===== src/rtl/fetch_unit.sv =====
// fetch_unit: instruction fetch sequencer feeding a prefetch queue to decode
// Ports:
//   clk, rst            clock and synchronous active-high reset
//   Enable              fetch permitted while high
//   ImemAddress/Instr   word address to and instruction from a combinational-read memory
//   Redirect/RedirectPC load a new fetch PC and flush the queue
//   InstrValid/Ready    valid/ready handshake for the queue head (Instr, InstrPC)
//   Fault/FaultPC       latched fetch fault and the offending PC
// Optional: define FETCH_MISALIGN_CHECK_EN to fault on misaligned redirect targets.
module fetch_unit #(
    parameter int          ADDR_WIDTH  = 10,
    parameter logic [31:0] RESET_PC    = 32'h0000_0000,
    parameter int          QUEUE_DEPTH = 4
) (
    input  logic                  clk,
    input  logic                  rst,
    input  logic                  Enable,
    output logic [ADDR_WIDTH-3:0] ImemAddress,
    input  logic [31:0]           ImemInstr,
    input  logic                  Redirect,
    input  logic [31:0]           RedirectPC,
    output logic                  InstrValid,
    input  logic                  InstrReady,
    output logic [31:0]           Instr,
    output logic [31:0]           InstrPC,
    output logic                  Fault,
    output logic [31:0]           FaultPC
);
    localparam int PW = $clog2(QUEUE_DEPTH);
    localparam int CW = PW + 1;

    typedef enum logic [1:0] {IDLE, RUN, FAULT} state_t;

    state_t        state;
    logic [31:0]   pc;
    logic [31:0]   q_pc  [QUEUE_DEPTH];
    logic [31:0]   q_ins [QUEUE_DEPTH];
    logic [PW-1:0] head, tail;
    logic [CW-1:0] count;
    logic          pop, push, oob, misalign;

`ifdef FETCH_MISALIGN_CHECK_EN
    assign misalign = |RedirectPC[1:0];
`else
    assign misalign = 1'b0;
`endif

    assign ImemAddress = pc[ADDR_WIDTH-1:2];
    assign InstrValid  = count != '0;
    assign Instr       = InstrValid ? q_ins[head] : '0;
    assign InstrPC     = InstrValid ? q_pc[head] : '0;
    assign pop         = InstrValid && InstrReady;
    assign oob         = (pc >> ADDR_WIDTH) != '0;
    // A full queue still accepts a push when the head leaves at the same edge.
    assign push        = state == RUN && !Redirect && !oob && (count < CW'(QUEUE_DEPTH) || pop);

    always_ff @(posedge clk) begin
        if (push) begin
            q_pc[tail]  <= pc;
            q_ins[tail] <= ImemInstr;
        end
    end

    always_ff @(posedge clk) begin
        if (rst) begin
            state   <= IDLE;
            pc      <= RESET_PC;
            head    <= '0;
            tail    <= '0;
            count   <= '0;
            Fault   <= 1'b0;
            FaultPC <= '0;
        end else begin
            // A redirect flushes the queue and discards any pop of that cycle.
            if (Redirect) begin
                head  <= '0;
                tail  <= '0;
                count <= '0;
            end else begin
                if (pop) head <= head + 1'b1;
                if (push) tail <= tail + 1'b1;
                count <= count + CW'(push) - CW'(pop);
            end
            case (state)
                IDLE: begin
                    if (Redirect && misalign) begin
                        state   <= FAULT;
                        Fault   <= 1'b1;
                        FaultPC <= RedirectPC;
                    end else if (Redirect) pc <= RedirectPC & ~32'h3;
                    else if (Enable) state <= RUN;
                end
                RUN: begin
                    if (Redirect && misalign) begin
                        state   <= FAULT;
                        Fault   <= 1'b1;
                        FaultPC <= RedirectPC;
                    end else if (Redirect) pc <= RedirectPC & ~32'h3;
                    else if (oob) begin
                        state   <= FAULT;
                        Fault   <= 1'b1;
                        FaultPC <= pc;
                    end else begin
                        if (push) pc <= pc + 32'd4;
                        if (!Enable) state <= IDLE;
                    end
                end
                default: begin
                    if (Redirect && misalign) FaultPC <= RedirectPC;
                    else if (Redirect) begin
                        state <= RUN;
                        Fault <= 1'b0;
                        pc    <= RedirectPC & ~32'h3;
                    end
                end
            endcase
        end
    end
endmodule


===== config.mk =====
export PLATFORM = sky130hd
export DESIGN_NAME = fetch_unit
export DESIGN_NICKNAME = d
export VERILOG_FILES = /design/src/rtl/fetch_unit.sv
export SDC_FILE = /design/constraint.sdc
export NUM_CORES = 1
export LEC_CHECK = 0
export BUFFER_PORTS_ARGS = -buffer_cell sky130_fd_sc_hd__buf_4
export CORE_MARGIN = 1.5
export CORE_UTILIZATION = 51
export DETAILED_ROUTE_END_ITERATION = 10
export MAX_ROUTING_LAYER = met4
export PLACE_DENSITY = 0.75
export SETUP_SLACK_MARGIN = 0.3
export SYNTH_ARGS = -nofsm -noshare
export SYNTH_HDL_FRONTEND = slang
export SYNTH_SLANG_ARGS = --single-unit

===== constraint.sdc =====
create_clock -name clk -period 3.1 [get_ports clk]
set_clock_uncertainty 0.1 [all_clocks]
set_input_delay 0 -clock clk [delete_from_list [all_inputs] [get_ports clk]]
set_output_delay 0 -clock clk [all_outputs]
set_load 0.005 [all_outputs]

# --- Yosys cells after proc, flatten, opt, wreduce, memory -nomap -nowiden ---
# Memories as Yosys holds them, arrays and structs flattened. A register that Yosys moved wholly into a read port is not among the register bits.
# Index checks and enable logic that the tools add are counted.
totals:
  regBits: 74
  ramBits: 256
  in_bits: 69
  output_inout_bits: 106
  word_cells: 66
  n_memories: 2
op_classes:
  addsub: 5
  magnitude_cmp: 1
  eq_ne: 7
  n_mux: 24
  bitwise: 2
  reduce_logical: 18
memory_table:
  columns: ["name", "depth", "word_bits", "read_ports", "rd_ports_with_merged_regs", "write_ports", "line", "source"]
  rows:
  - ["q_ins", 4, 32, 1, 1, 1, "37", "logic [31:0] q_ins [QUEUE_DEPTH];"]
  - ["q_pc", 4, 32, 1, 1, 1, "36", "logic [31:0] q_pc [QUEUE_DEPTH];"]
ops:
  columns: ["operator", "count"]
  rows:
  - ["2-to-1 mux 32 bit", 7]
  - ["adder 32 x 3 -> 32 bit, second input constant", 1]
  - ["nonzero test 32 bit", 1]
  - ["2-to-1 mux 2 bit", 10]
  - ["inequality test 2 bit, second input constant", 5]
  - ["AND reduction 3 bit", 2]
  - ["nonzero test 3 bit", 2]
  - ["2-to-1 mux 1 bit", 5]
  - ["AND reduction 5 bit", 1]
  - ["adder 2 x 1 -> 2 bit, second input constant", 2]
  - ["logical AND 1 bit", 4]
  - ["one-hot mux 2 bit (2 select lines)", 1]
  - ["AND reduction 4 bit", 1]
  - ["nonzero test 2 bit", 2]
  - ["adder 3 x 1 -> 3 bit", 1]
  - ["less-than comparator 3 bit, second input constant", 1]
  - ["inequality test 3 bit, second input constant", 1]
  - ["subtractor 3 x 1 -> 3 bit", 1]
  - ["== test 2 x 1 -> 1 bit, second input constant", 1]
  - ["logical NOT 1 bit", 2]
  - ["logical NOT 2 bit", 1]
  - ["NOT 1 bit", 2]
  - ["one-hot mux 1 bit (2 select lines)", 1]
  - ["OR reduction 2 bit", 1]
  - ["logical OR 1 bit", 1]

# --- Depth between registers and ports, before layout ---
depth:
  word_depth: 8
  ltp_mapped: 13
  depth_no_buf: 13

# --- Least setup slack after synthesis ---
# Ideal clock, no wire load.
synth_path:
  path_type: "reg-to-reg"
  start: "register pc[26]"
  end: "memory q_ins[1][0] (enable)"
  arrival_ps: 2774
  required_ps: 2574
  slack_ps: -200
  stages_incl_launch_ff: 5
  path_buffers: 0
  synth_period_minus_slack_ps: 3300
  path_cell_list: "dfxtp_1 -> nor4_1 -> nand4_2 -> nor3_2 -> and2_1"
synth_via:
  elab_chain_len: 6
synth_rtl:
  columns: ["element", "line", "source"]
  rows:
  - ["from (decl)", "35", "logic [31:0] pc;"]
  - ["from (signal assigned)", "90", "end else if (Redirect) pc <= RedirectPC & ~32'h3;"]
  - ["from (signal assigned)", "98", "end else if (Redirect) pc <= RedirectPC & ~32'h3;"]
  - ["from (signal assigned)", "104", "if (push) pc <= pc + 32'd4;"]
  - ["nonzero test 32 bit", "53", "assign oob = (pc >> ADDR_WIDTH) != '0;"]
  - ["logical NOT 1 bit", "55", "assign push = state == RUN && !Redirect && !oob && (count < CW'(QUEUE_DEPTH) || pop);"]
  - ["logical AND 1 bit (2 in series)", "55", null]
  - ["2-to-1 mux 1 bit", "58", "if (push) begin"]
  - ["2-to-1 mux 1 bit (not written as such)", "60", "q_ins[tail] <= ImemInstr;"]
  - ["to (decl)", "37", null]
# Every way passes these cells.

# --- Worst setup path in the final report ---
layout_path:
  start: "register pc[27]"
  end: "register count[2]"
layout_via:
  elab_chain_len: 6
layout_rtl:
  columns: ["element", "line", "source"]
  rows:
  - ["nonzero test 32 bit", "53", null]
  - ["logical NOT 1 bit", "55", null]
  - ["logical AND 1 bit (2 in series)", "55", null]
  - ["adder 3 x 1 -> 3 bit", "82", "count <= count + CW'(push) - CW'(pop);"]
  - ["subtractor 3 x 1 -> 3 bit", "82", null]
  - ["to (signal assigned)", "82", null]
  - ["to (decl)", "39", "logic [CW-1:0] count;"]
# Every way passes these cells.
# A chain may end at the register's enable or synchronous reset.

==> results.md <==
## Yosys
- ranking of synthesized cells by area: sky130_fd_sc_hd__edfxtp_1 60%, sky130_fd_sc_hd__dfxtp_1 12%, sky130_fd_sc_hd__mux4_2 11%
- count of yosys warnings during synthesis: 0
- complex-gate fraction of the synthesized area: 0.0319
- number of different library cells in the post-synthesis netlist: 49
- largest area contributor in the netlist: sky130_fd_sc_hd__edfxtp_1
- synthesized-area fraction occupied by xor and xnor cells: 0.00350
- number of instances in the synthesized netlist: 758
- portion of the post-synthesis area used by sequential elements: 0.711
- multiplexer share of the synthesized area: 0.133
- post-synthesis cell area: 12500 um^2
- dominant register cell in the synthesized netlist: sky130_fd_sc_hd__edfxtp_1
- number of flops mapped to enable cells by yosys: 248
- mean area per synthesized cell: 16.5 um^2
- library cell with the highest instance count after synthesis: sky130_fd_sc_hd__edfxtp_1
- area share of the leading cell type in the synthesized netlist: 0.596
- commonest cells in the synthesized netlist: 248 x sky130_fd_sc_hd__edfxtp_1, 72 x sky130_fd_sc_hd__dfxtp_1, 67 x sky130_fd_sc_hd__and2_1
- share of synthesized flip-flops with an asynchronous set or reset: 0
- post-synthesis sequential element count: 320
- adder-cell share of the synthesized area: 0.0116
- Post-Synth Simple-Gate Area: 0.0826
- dominant combinational cell family by area after synthesis: multiplexers

## Place
- Final GP Congestion: 0.814
- post-detail-place hpwl: 15.9 mm
- number of buffers added on ports: 168

## Routing
- router iterations before antenna repair: 4
- mean number of vias per cell: 5.39
- number of design rule violations left after detail routing: 0
- Final Routed Wirelength: 26.3 mm
- DR vias: 7287
- count of antenna-violating nets left after detailed routing: 0
- starting DRC count in detailed routing: 417
- average detailed-routed wire length per instance: 19.5 um

## Floorplan
- I/O pin count: 175
- Chip Height: 160 um
- Total Die Area: 25500 um^2
- die width: 160 um
- Core Footprint: 24200 um^2
- standard-cell row count: 57
- initial core utilization: 0.517

## Clocking
- clock latency reported for the late side of the worst-skew pair: 0.50 ns
- Inserted Clock Buffers: 34
- CTS sink count: 320
- number of buffers on the longest clock path: 3
- clock root buffer master: sky130_fd_sc_hd__clkbuf_16
- level count of the clock H-tree: 2
- clock tree from TritonCTS: built
- CTS clock-pin slew for the worst setup and hold paths: 0.06 ns

## STA
- post-route setup TNS: 0 ns
- post-layout min period: 2.65 ns
- number of endpoints with negative hold slack in the final report: 0
- timing-limited maximum frequency: 378 MHz
- tightest slew margin relative to the limit: 0.438
- transition time at the pin with the least slew margin: 0.843 ns
- unrepaired setup endpoints after global routing: no
- Slew Viols, Final: 0
- fraction of the cycle the final worst path needs: 0.854
- final setup violation count: 0

## Layout
- number of nets in the finished design: 1083
- share of the core filled with cells in the final layout: 0.671
- share of final-layout standard cells stronger than drive strength 1: 0.326
- number of filler instances in the final layout: 1621
- antenna cells: 0
- area of the multi-input gates: 3390 um^2
- Sequential Area: 8900 um^2
- layout-stage area growth over the synthesis result: 29.8%

## Global route
- antenna violations before repair: 0
- gr ovfl total: 0
- via count of the first global-routing pass: 7451
- largest net degree at the start of global routing: 65
- wire length of the first global-routing pass: 41.1 mm
- GRT Resource Usage Total: 0.217

## Power
- Max VDD drop: 0.507 mV
- power density over cell area: 582 nW/um^2
- leakage power of the design: 0.00600 uW

## Setup path
- type of the worst setup path: flop to flop
- required time reported for the critical path endpoint: 3.37 ns
- CP Data Arrival Time: 2.92 ns
- Critical Path Source Type: flop
- crit end category: flop
- highest fanout seen on the critical path: 7

## Min path
- hold crit path type: input pin to flop

## Flow run
- max-cap check violation count: 0

## Outcome
- outcome: finished clean

-- flip-flops by register name, summed over array words and instances, names as in the netlist, named ones only --
| signal | flops |
|---|---|
| q_ins | 128 |
| q_pc | 120 |
| FaultPC | 30 |
| pc | 30 |
| count | 3 |
| head | 2 |
| state | 2 |
| tail | 2 |
| Fault | 1 |
-- report_power, final --
part           switching, uW  leakage (uW)  total, uW  internal, uW
Clock                   1550      0.000589       4260          2710
Sequential              73.6       0.00286       4740          4660
Combinational            214       0.00255        453           238
-- final timing paths --
check	cells past startpoint	from	endpoint	slack, ns
worst max-delay path	11	pc[27]	count[2]	0.45
worst min-delay path	2	ImemInstr[2]	q_ins[3][2]	0.15
worst max register to register	11	pc[27]	count[2]	0.45
worst min register to register	2	FaultPC[19]	FaultPC[19]	0.36
-- area by class of cell --
class	instances	share of cell area
clock buffer	50	0.0632
clock inverter	12	0.0113
inverter	13	0.00301
multi-input combinational	374	0.209
sequential	320	0.549
tap	324	0.0250
timing repair buffer	260	0.139
-- metal layers --
metal  GRT usage  up-vias  part of all wire
li1            -     3368                 -
met1       0.286     3619              0.43
met4      0.0613        0             0.018
met2       0.345      261              0.49
met5           -        -                 0
met3      0.0435       39             0.059
-- metrics by stage --
step	power, uW	hold slack [ns]	std cells	worst slack [ns]	area, um^2
floorplan	4990	-0.00113	761	0.376	12500
global placement	5170	0.103	1220	0.300	14200
detailed placement	5180	0.108	1220	0.200	14200
CTS	9500	0.127	1351	0.311	16100
global route	9740	0.139	1353	0.285	16200
finish	9450	0.145	1353	0.452	16200
-- logic make-up (layout without fill, tap and decap cells) --
kind of cell               after synthesis  in the layout
xor gates and xnor gates                 5              5
DFF                                    320            320
AOI/OAI and AO/OA                       64             64
and+or+nand+nor                        201            201
other                                    1              4
muxes                                   89             89
adders and majority gates               11             11
buffers and inverters                   67            335
-- cells in the final DEF (no fill, tap or decap), types with 3 or more instances in the layout --
cell type / instances
sky130_fd_sc_hd__inv_1: 13
sky130_fd_sc_hd__a21oi_1: 34
sky130_fd_sc_hd__clkbuf_16: 37
sky130_fd_sc_hd__edfxtp_1: 248
sky130_fd_sc_hd__mux2i_1: 27
sky130_fd_sc_hd__o21ai_0: 8
sky130_fd_sc_hd__clkinv_1: 3
sky130_fd_sc_hd__nor4_4: 3
sky130_fd_sc_hd__nand3_1: 23
sky130_fd_sc_hd__clkbuf_1: 8
sky130_fd_sc_hd__clkbuf_8: 5
sky130_fd_sc_hd__dlygate4sd3_1: 68
sky130_fd_sc_hd__a311oi_1: 3
sky130_fd_sc_hd__clkinv_2: 3
sky130_fd_sc_hd__buf_4: 181
sky130_fd_sc_hd__xnor2_1: 3
sky130_fd_sc_hd__and3_1: 3
sky130_fd_sc_hd__nand2_1: 47
sky130_fd_sc_hd__and2_4: 4
sky130_fd_sc_hd__ha_1: 10
sky130_fd_sc_hd__conb_1: 4
sky130_fd_sc_hd__dfxtp_1: 63
sky130_fd_sc_hd__dfxtp_2: 7
sky130_fd_sc_hd__nor3_1: 3
sky130_fd_sc_hd__mux4_2: 62
sky130_fd_sc_hd__and2_1: 63
sky130_fd_sc_hd__buf_12: 11
sky130_fd_sc_hd__bufinv_16: 5
sky130_fd_sc_hd__nor2_1: 40
-- worst max-delay path: stages (launching register included) --
cell and delay [ns]:
sky130_fd_sc_hd__dfxtp_1 0.38, sky130_fd_sc_hd__nor4_4 0.32, sky130_fd_sc_hd__nand4_2 0.17, sky130_fd_sc_hd__nor3_2 0.23, sky130_fd_sc_hd__inv_1 0.06, sky130_fd_sc_hd__ha_1 0.26, sky130_fd_sc_hd__inv_1 0.04, sky130_fd_sc_hd__ha_1 0.18
sky130_fd_sc_hd__fa_2 0.35, sky130_fd_sc_hd__xnor2_2 0.20, sky130_fd_sc_hd__xnor2_1 0.17, sky130_fd_sc_hd__nor2_1 0.06
-- timing repair --
item / CTS / global route
hold buffers: 68 / 0
pin swaps: 1 / 6
setup endpoints to repair: 1 / 2
resized for setup: 1 / 17
buffers inserted: 1 / 2
hold endpoints to repair: 199 / 0
Note: power is estimated with default switching activity, not from simulation.
